`src/rtl/dmem_lsu_pkg.sv`:
```
// Shared types and decode helpers for the data-memory load/store unit.
package dmem_lsu_pkg;

    localparam logic [2:0] F3_B  = 3'b000;
    localparam logic [2:0] F3_H  = 3'b001;
    localparam logic [2:0] F3_W  = 3'b010;
    localparam logic [2:0] F3_BU = 3'b100;
    localparam logic [2:0] F3_HU = 3'b101;

    typedef enum logic [2:0] {
        S_IDLE,
        S_ACCESS,
        S_LOAD_DATA,
        S_MERGE,
        S_DONE
    } lsu_state_t;

    function automatic logic is_misaligned(
        input logic [2:0] funct3,
        input logic [1:0] a
    );
        logic r;
        r = 1'b0;
        case (funct3[1:0])
            2'b01:   r = a[0];
            2'b10:   r = (a != 2'b00);
            default: r = 1'b0;
        endcase
        return r;
    endfunction

    function automatic logic is_illegal(
        input logic       write,
        input logic [2:0] funct3
    );
        logic r;
        if (write)
            r = !(funct3 inside {F3_B, F3_H, F3_W});
        else
            r = !(funct3 inside {F3_B, F3_H, F3_W, F3_BU, F3_HU});
        return r;
    endfunction

endpackage

```
`src/rtl/dmem_lsu_align.sv`:
```
// Lane extract/extend for loads and lane merge for sub-word stores.
module dmem_lsu_align
    import dmem_lsu_pkg::*;
(
    input  logic [2:0]  funct3,
    input  logic [1:0]  lane,
    input  logic [31:0] rword,
    input  logic [31:0] wdata,
    output logic [31:0] load_data,
    output logic [31:0] merge_data
);

    logic [7:0]  b;
    logic [15:0] h;
    logic        sx;

    always_comb begin
        b          = rword[{lane, 3'b000} +: 8];
        h          = lane[1] ? rword[31:16] : rword[15:0];
        sx         = ~funct3[2];
        load_data  = rword;
        merge_data = rword;
        case (funct3[1:0])
            2'b00: begin
                load_data = {{24{sx & b[7]}}, b};
                merge_data[{lane, 3'b000} +: 8] = wdata[7:0];
            end
            2'b01: begin
                load_data = {{16{sx & h[15]}}, h};
                if (lane[1])
                    merge_data[31:16] = wdata[15:0];
                else
                    merge_data[15:0] = wdata[15:0];
            end
            default: ;
        endcase
    end

endmodule

```
`src/rtl/dmem_lsu.sv`:
```
// Load/store unit driving a word-wide data memory with one write enable.
module dmem_lsu
    import dmem_lsu_pkg::*;
#(
    parameter int ADDR_WIDTH = 11
) (
    input  logic        i_clk,
    input  logic        i_rst,
    input  logic        i_req_valid,
    output logic        o_req_ready,
    input  logic        i_req_write,
    input  logic [2:0]  i_req_funct3,
    input  logic [31:0] i_req_addr,
    input  logic [31:0] i_req_wdata,
    output logic        o_resp_valid,
    output logic [31:0] o_resp_rdata,
    output logic        o_resp_error,
    output logic [31:0] o_mem_addr,
    output logic [31:0] o_mem_write_data,
    output logic        o_mem_write_enable,
    input  logic [31:0] i_mem_read_data
);

    lsu_state_t            state;
    logic [ADDR_WIDTH+1:0] addr_q;
    logic [2:0]            funct3_q;
    logic                  write_q;
    logic [31:0]           wdata_q;
    logic [31:0]           load_data;
    logic [31:0]           merge_data;
    logic                  req_bad;
    logic                  req_sw;
    logic                  unused_addr;

    assign unused_addr = ^i_req_addr[31:ADDR_WIDTH+2];

    assign req_bad = is_illegal(i_req_write, i_req_funct3)
                   | is_misaligned(i_req_funct3, i_req_addr[1:0]);
    assign req_sw  = i_req_write && (i_req_funct3 == F3_W);

    dmem_lsu_align u_align (
        .funct3     (funct3_q),
        .lane       (addr_q[1:0]),
        .rword      (i_mem_read_data),
        .wdata      (wdata_q),
        .load_data  (load_data),
        .merge_data (merge_data)
    );

    always_ff @(posedge i_clk) begin
        if (i_rst) begin
            state              <= S_IDLE;
            o_req_ready        <= 1'b1;
            o_resp_valid       <= 1'b0;
            o_resp_error       <= 1'b0;
            o_mem_write_enable <= 1'b0;
            addr_q             <= '0;
            funct3_q           <= '0;
            write_q            <= 1'b0;
            wdata_q            <= '0;
        end else begin
            unique case (state)
                S_IDLE: begin
                    if (i_req_valid) begin
                        funct3_q    <= i_req_funct3;
                        write_q     <= i_req_write;
                        wdata_q     <= i_req_wdata;
                        o_req_ready <= 1'b0;
                        if (req_bad) begin
                            state        <= S_DONE;
                            o_resp_valid <= 1'b1;
                            o_resp_error <= 1'b1;
                        end else begin
                            state              <= S_ACCESS;
                            addr_q             <= i_req_addr[ADDR_WIDTH+1:0];
                            o_mem_write_enable <= req_sw;
                        end
                    end
                end
                S_ACCESS: begin
                    o_mem_write_enable <= 1'b0;
                    if (write_q && funct3_q == F3_W) begin
                        state        <= S_DONE;
                        o_resp_valid <= 1'b1;
                    end else if (write_q) begin
                        // sub-word store: read cycle done, write merged word next
                        state              <= S_MERGE;
                        o_mem_write_enable <= 1'b1;
                    end else begin
                        state        <= S_LOAD_DATA;
                        o_resp_valid <= 1'b1;
                    end
                end
                S_MERGE: begin
                    state              <= S_DONE;
                    o_mem_write_enable <= 1'b0;
                    o_resp_valid       <= 1'b1;
                end
                S_LOAD_DATA, S_DONE: begin
                    state        <= S_IDLE;
                    o_resp_valid <= 1'b0;
                    o_resp_error <= 1'b0;
                    o_req_ready  <= 1'b1;
                end
                default: begin
                    state       <= S_IDLE;
                    o_req_ready <= 1'b1;
                end
            endcase
        end
    end

    assign o_mem_addr = {{(32-ADDR_WIDTH){1'b0}}, addr_q[ADDR_WIDTH+1:2]};

    // read data arrives combinationally in LOAD_DATA/MERGE
    assign o_resp_rdata = (state == S_LOAD_DATA) ? load_data : '0;

    always_comb begin
        o_mem_write_data = '0;
        if (state == S_MERGE)
            o_mem_write_data = merge_data;
        else if (o_mem_write_enable)
            o_mem_write_data = wdata_q;
    end

endmodule

```
`config.mk`:
```
export PLATFORM = sky130hd
export DESIGN_NAME = dmem_lsu
export DESIGN_NICKNAME = d
export VERILOG_FILES = /design/src/rtl/dmem_lsu_pkg.sv /design/src/rtl/dmem_lsu_align.sv /design/src/rtl/dmem_lsu.sv
export SDC_FILE = /design/constraint.sdc
export NUM_CORES = 1
export LEC_CHECK = 0
export CAP_MARGIN = 20
export CELL_PAD_IN_SITES_DETAIL_PLACEMENT = 0
export CELL_PAD_IN_SITES_GLOBAL_PLACEMENT = 1
export CORE_MARGIN = 8
export CORE_UTILIZATION = 31
export DETAILED_ROUTE_END_ITERATION = 10
export MAX_ROUTING_LAYER = met4
export PLACE_DENSITY_LB_ADDON = 0.2
export SLEW_MARGIN = 20
export SYNTH_ARGS = -nofsm -noshare
export SYNTH_HDL_FRONTEND = slang
export SYNTH_SLANG_ARGS = --single-unit
```
`constraint.sdc`:
```
create_clock -name i_clk -period 8.2 [get_ports i_clk]
set_input_delay 1.64 -clock i_clk [delete_from_list [all_inputs] [get_ports i_clk]]
set_output_delay 1.64 -clock i_clk [all_outputs]
set_load 0.01 [all_outputs]
```
==> results.sh <==
export IMPL_run_status="completed"
export IMPL_drc_errors=0
export IMPL_async_reset_ff_share_pct=0
export IMPL_leakage_nw=2.22
export IMPL_multi_input_area_mm2=0.00263
export IMPL_clk_latency_ns=0.29
export IMPL_avgViaCountPerCell=5.25
export IMPL_worstSetupEndpointType="output port"
export IMPL_drv_slew=0
export IMPL_place_port_buffers=162
export IMPL_crit_fanout=16
export IMPL_dieWidth_um=131
export IMPL_crit_slowest_cell="a2111oi_4"
export IMPL_crit_buf_inv=2
export IMPL_fin_ws_ns=2.34
export IMPL_post_route_period_util_pct=71.5
export IMPL_path_cells="clkdlybuf4s50_1 -> mux4_2 -> nand2b_2 -> a2111oi_4 -> a21o_1 -> clkdlybuf4s50_1"
export IMPL_die_area_mm2=0.0172
export IMPL_cap_viol_max_count=0
export IMPL_numCtsBuffers=5
export IMPL_netlist_area_mm2=0.00411
export IMPL_syn_to_final_growth_pct=41.8
export IMPL_dp_cells=826
export IMPL_clk_pin_slew_ns=0.08
export IMPL_drtIter0Drc=402
export IMPL_drive_gt1_share_pct=5.78
export IMPL_synth_xor_area_share_pct=0
export IMPL_synth_top_family_by_area="compound AO/OA/AOI/OAI gates"
export IMPL_cts_tree="done"
export IMPL_worst_r2r_path_depth=5
export IMPL_hold_start="wdata_q[26]"
export IMPL_fp_row_count=42
export IMPL_synth_compound_area_share_pct=25.9
export IMPL_hpwl_mm=12.0
export IMPL_tns_ns=0
export IMPL_path_delay_family="buffers and inverters"
export IMPL_synth_flop_cell="dfxtp_1"
export IMPL_irDropWorstVdd_mv=0.0949
export IMPL_root_buffer="clkbuf_16"
export IMPL_yosysUniqueCellTypes=56
export IMPL_worstSetupPathType="in -> out"
export IMPL_place_ws_ns=2.34
export IMPL_grt_use_total_pct=17.9
export IMPL_ys_ff_latch=56
export IMPL_setup_viol=0
export IMPL_hold_viol_final=0
export IMPL_clock_skew_ns=0.00507
export IMPL_yosysSeqAreaShare_pct=27.3
export IMPL_grt_pass1_wl_mm=24.7
export IMPL_worstReg2RegEnd="addr_q[11]"
export IMPL_antenna_found_initial=0
export IMPL_arrival_ns=4.22
export IMPL_seq_area_mm2=0.00112
export IMPL_power_total_mw=0.770
export IMPL_worstPathRequired_ns=6.56
export IMPL_clock_path_buffers=2
export IMPL_hold_class="reg -> reg"
export IMPL_post_cts_resized=0
export IMPL_cts_sinks=56
export IMPL_synth_simple_gate_area_share_pct=23.6
export IMPL_cts_max_level=2
export IMPL_grt_overflow=0
export IMPL_cts_setup_buffers=0
export IMPL_hold_buffers=0
export IMPL_path_common_cell="clkdlybuf4s50_1"
export IMPL_rsz0062_at_grt="false"
export IMPL_fp_dieH_um=131
export IMPL_start_util_pct=31.4
export IMPL_synth_adder_area_share_pct=2.43
export IMPL_antenna_left=0
export IMPL_worstHoldEndpoint="wdata_q[26]"
export IMPL_synth_edf_count=0
export IMPL_num_vias=4376
export IMPL_place_area_mm2=0.00566
export IMPL_avgSynthCellArea_um2=7.70
export IMPL_nFillCells=1363
export IMPL_n_antenna_cell=0
export IMPL_relSlewSlack_pct=32.8
export IMPL_yosys_warnings=0
export IMPL_io_pins=203
export IMPL_period_needed_ns=5.86
export IMPL_hold_ws_ns=0.459
export IMPL_r2r_start="state[1]"
export IMPL_worstSetupStartpointType="input pin"
export IMPL_r2r_setup_slack_ns=5.90
export IMPL_clock_fmax_mhz=171
export IMPL_gp_congestion=0.866
export IMPL_worst_slew_pin_slew_ns=1.00
export IMPL_core_area_mm2=0.0131
export IMPL_netlist_instances=534
export IMPL_wl_mm=15.7
export IMPL_grt_max_degree=69
export IMPL_cp_slowest_stage_delay_ns=0.87
export IMPL_final_area_mm2=0.00583
export IMPL_whs_path_depth=2
export IMPL_wl_per_cell_um=18.8
export IMPL_stdcell_count=834
export IMPL_final_util_pct=44.6
export IMPL_synthMuxAreaShare_pct=9.98
export IMPL_final_nets=768
export IMPL_first_global_vias=4251
export IMPL_drt_pass1_iterations=5
export IMPL_p_per_area_mw_per_mm2=132
[registers in the layout, summed over array words and instances, names as in the netlist]
signal,cells
funct3_q,3
wdata_q,32
o_mem_write_enable,1
addr_q,13
state,3
write_q,1
o_resp_valid,1
o_req_ready,1
o_resp_error,1
[cells in the mapped netlist, drive strengths merged (2+ instances only)]
library cell	number	share of area [%]
nand3	9	1.2
mux4	8	4.4
o22ai	8	1.2
a21o	19	3.5
o211ai	2	0.37
nand2b	33	5.1
nor2	21	2.0
mux2	8	2.2
o21bai	2	0.37
a211oi	6	1.1
o21ai	23	2.8
a221oi	10	2.1
ha	8	2.4
clkbuf	26	2.4
buf	44	7.4
inv	10	0.91
a22o	10	2.1
and2	2	0.30
dfxtp	56	27
a22oi	8	1.5
and3b	3	0.64
o31ai	2	0.37
nand3b	2	0.37
nor3b	3	0.67
a21oi	51	6.2
o21a	3	0.55
nor3	18	2.4
nor2b	3	0.46
a222oi	7	1.7
or3	2	0.30
nand2	99	9.0
mux2i	14	3.4
[per-layer routing]
| layer | global-route usage [%] | up-vias | part of all wire (%) |
|---|---|---|---|
| met1 | 23.8 | 2066 | 47 |
| met3 | 4.34 | 6 | 7.9 |
| li1 | - | 2102 | - |
| met4 | 2.91 | 0 | 0.55 |
| met2 | 27.4 | 202 | 45 |
| met5 | - | - | 0 |
[worst max-delay path by stage]
stage                                   start               end  slack (ns)  cells after the start
after floorplan           i_mem_read_data[15]  o_resp_rdata[21]        3.81                      5
after global placement    i_mem_read_data[31]  o_resp_rdata[17]        2.42                      6
after detailed placement  i_mem_read_data[31]  o_resp_rdata[19]        2.34                      6
after CTS                 i_mem_read_data[31]  o_resp_rdata[22]        2.34                      6
after global routing      i_mem_read_data[31]  o_resp_rdata[17]        2.21                      6
final                     i_mem_read_data[23]  o_resp_rdata[17]        2.34                      6
[layout by cell type (no fill, tap or decap), types with 3 or more instances in the layout]
cell type,netlist,final
mux2_2,8,8
nor2b_1,3,3
nand2_1,99,99
o21a_1,3,3
o21ai_0,20,20
nand3_1,8,8
a21oi_1,51,51
clkdlybuf4s50_1,0,161
ha_1,8,8
a222oi_1,7,7
and3b_1,3,3
mux4_2,8,8
a22o_1,10,10
a221oi_1,10,10
o21ai_1,3,3
dfxtp_1,56,56
mux2i_1,14,14
nor2_1,20,20
a22oi_1,8,8
conb_1,1,21
a21o_1,19,19
clkbuf_16,0,5
nor3_1,16,16
o22ai_1,8,8
nand2b_1,32,32
inv_1,9,9
buf_4,33,5
a211oi_1,6,6
[cell families after synthesis]
group / Yosys count
AND/OR/NAND/NOR: 201
AO/OA/AOI/OAI: 158
buffers and inverters: 80
flip-flops: 56
multiplexers: 30
adder cells (fa/ha/maj): 8
other: 1
[power breakdown]
| group | switching [mW] | total (mW) | internal, mW |
|---|---|---|---|
| logic | 0.101 | 0.204 | 0.102 |
| clock network | 0.104 | 0.250 | 0.145 |
| registers | 0.0260 | 0.317 | 0.291 |
| total | 0.232 | 0.770 | 0.539 |
[worst reg2reg max path: stages (launching register included)]
cell and delay, ns:
dfxtp_1 0.45, nor2_2 0.25, nand3_2 0.64, nor3_2 0.38, buf_4 0.28, mux2i_1 0.23
[final cells by class]
class / count / area share [%]
multi-input cells: 418 / 45.1
repair buffers: 166 / 28.3
flip-flops and latches: 56 / 19.2
well taps: 176 / 3.78
clock buffers: 5 / 2.15
clock inverters: 3 / 0.794
inverters: 10 / 0.644
No activity file was read; power rests on OpenSTA's default activity.
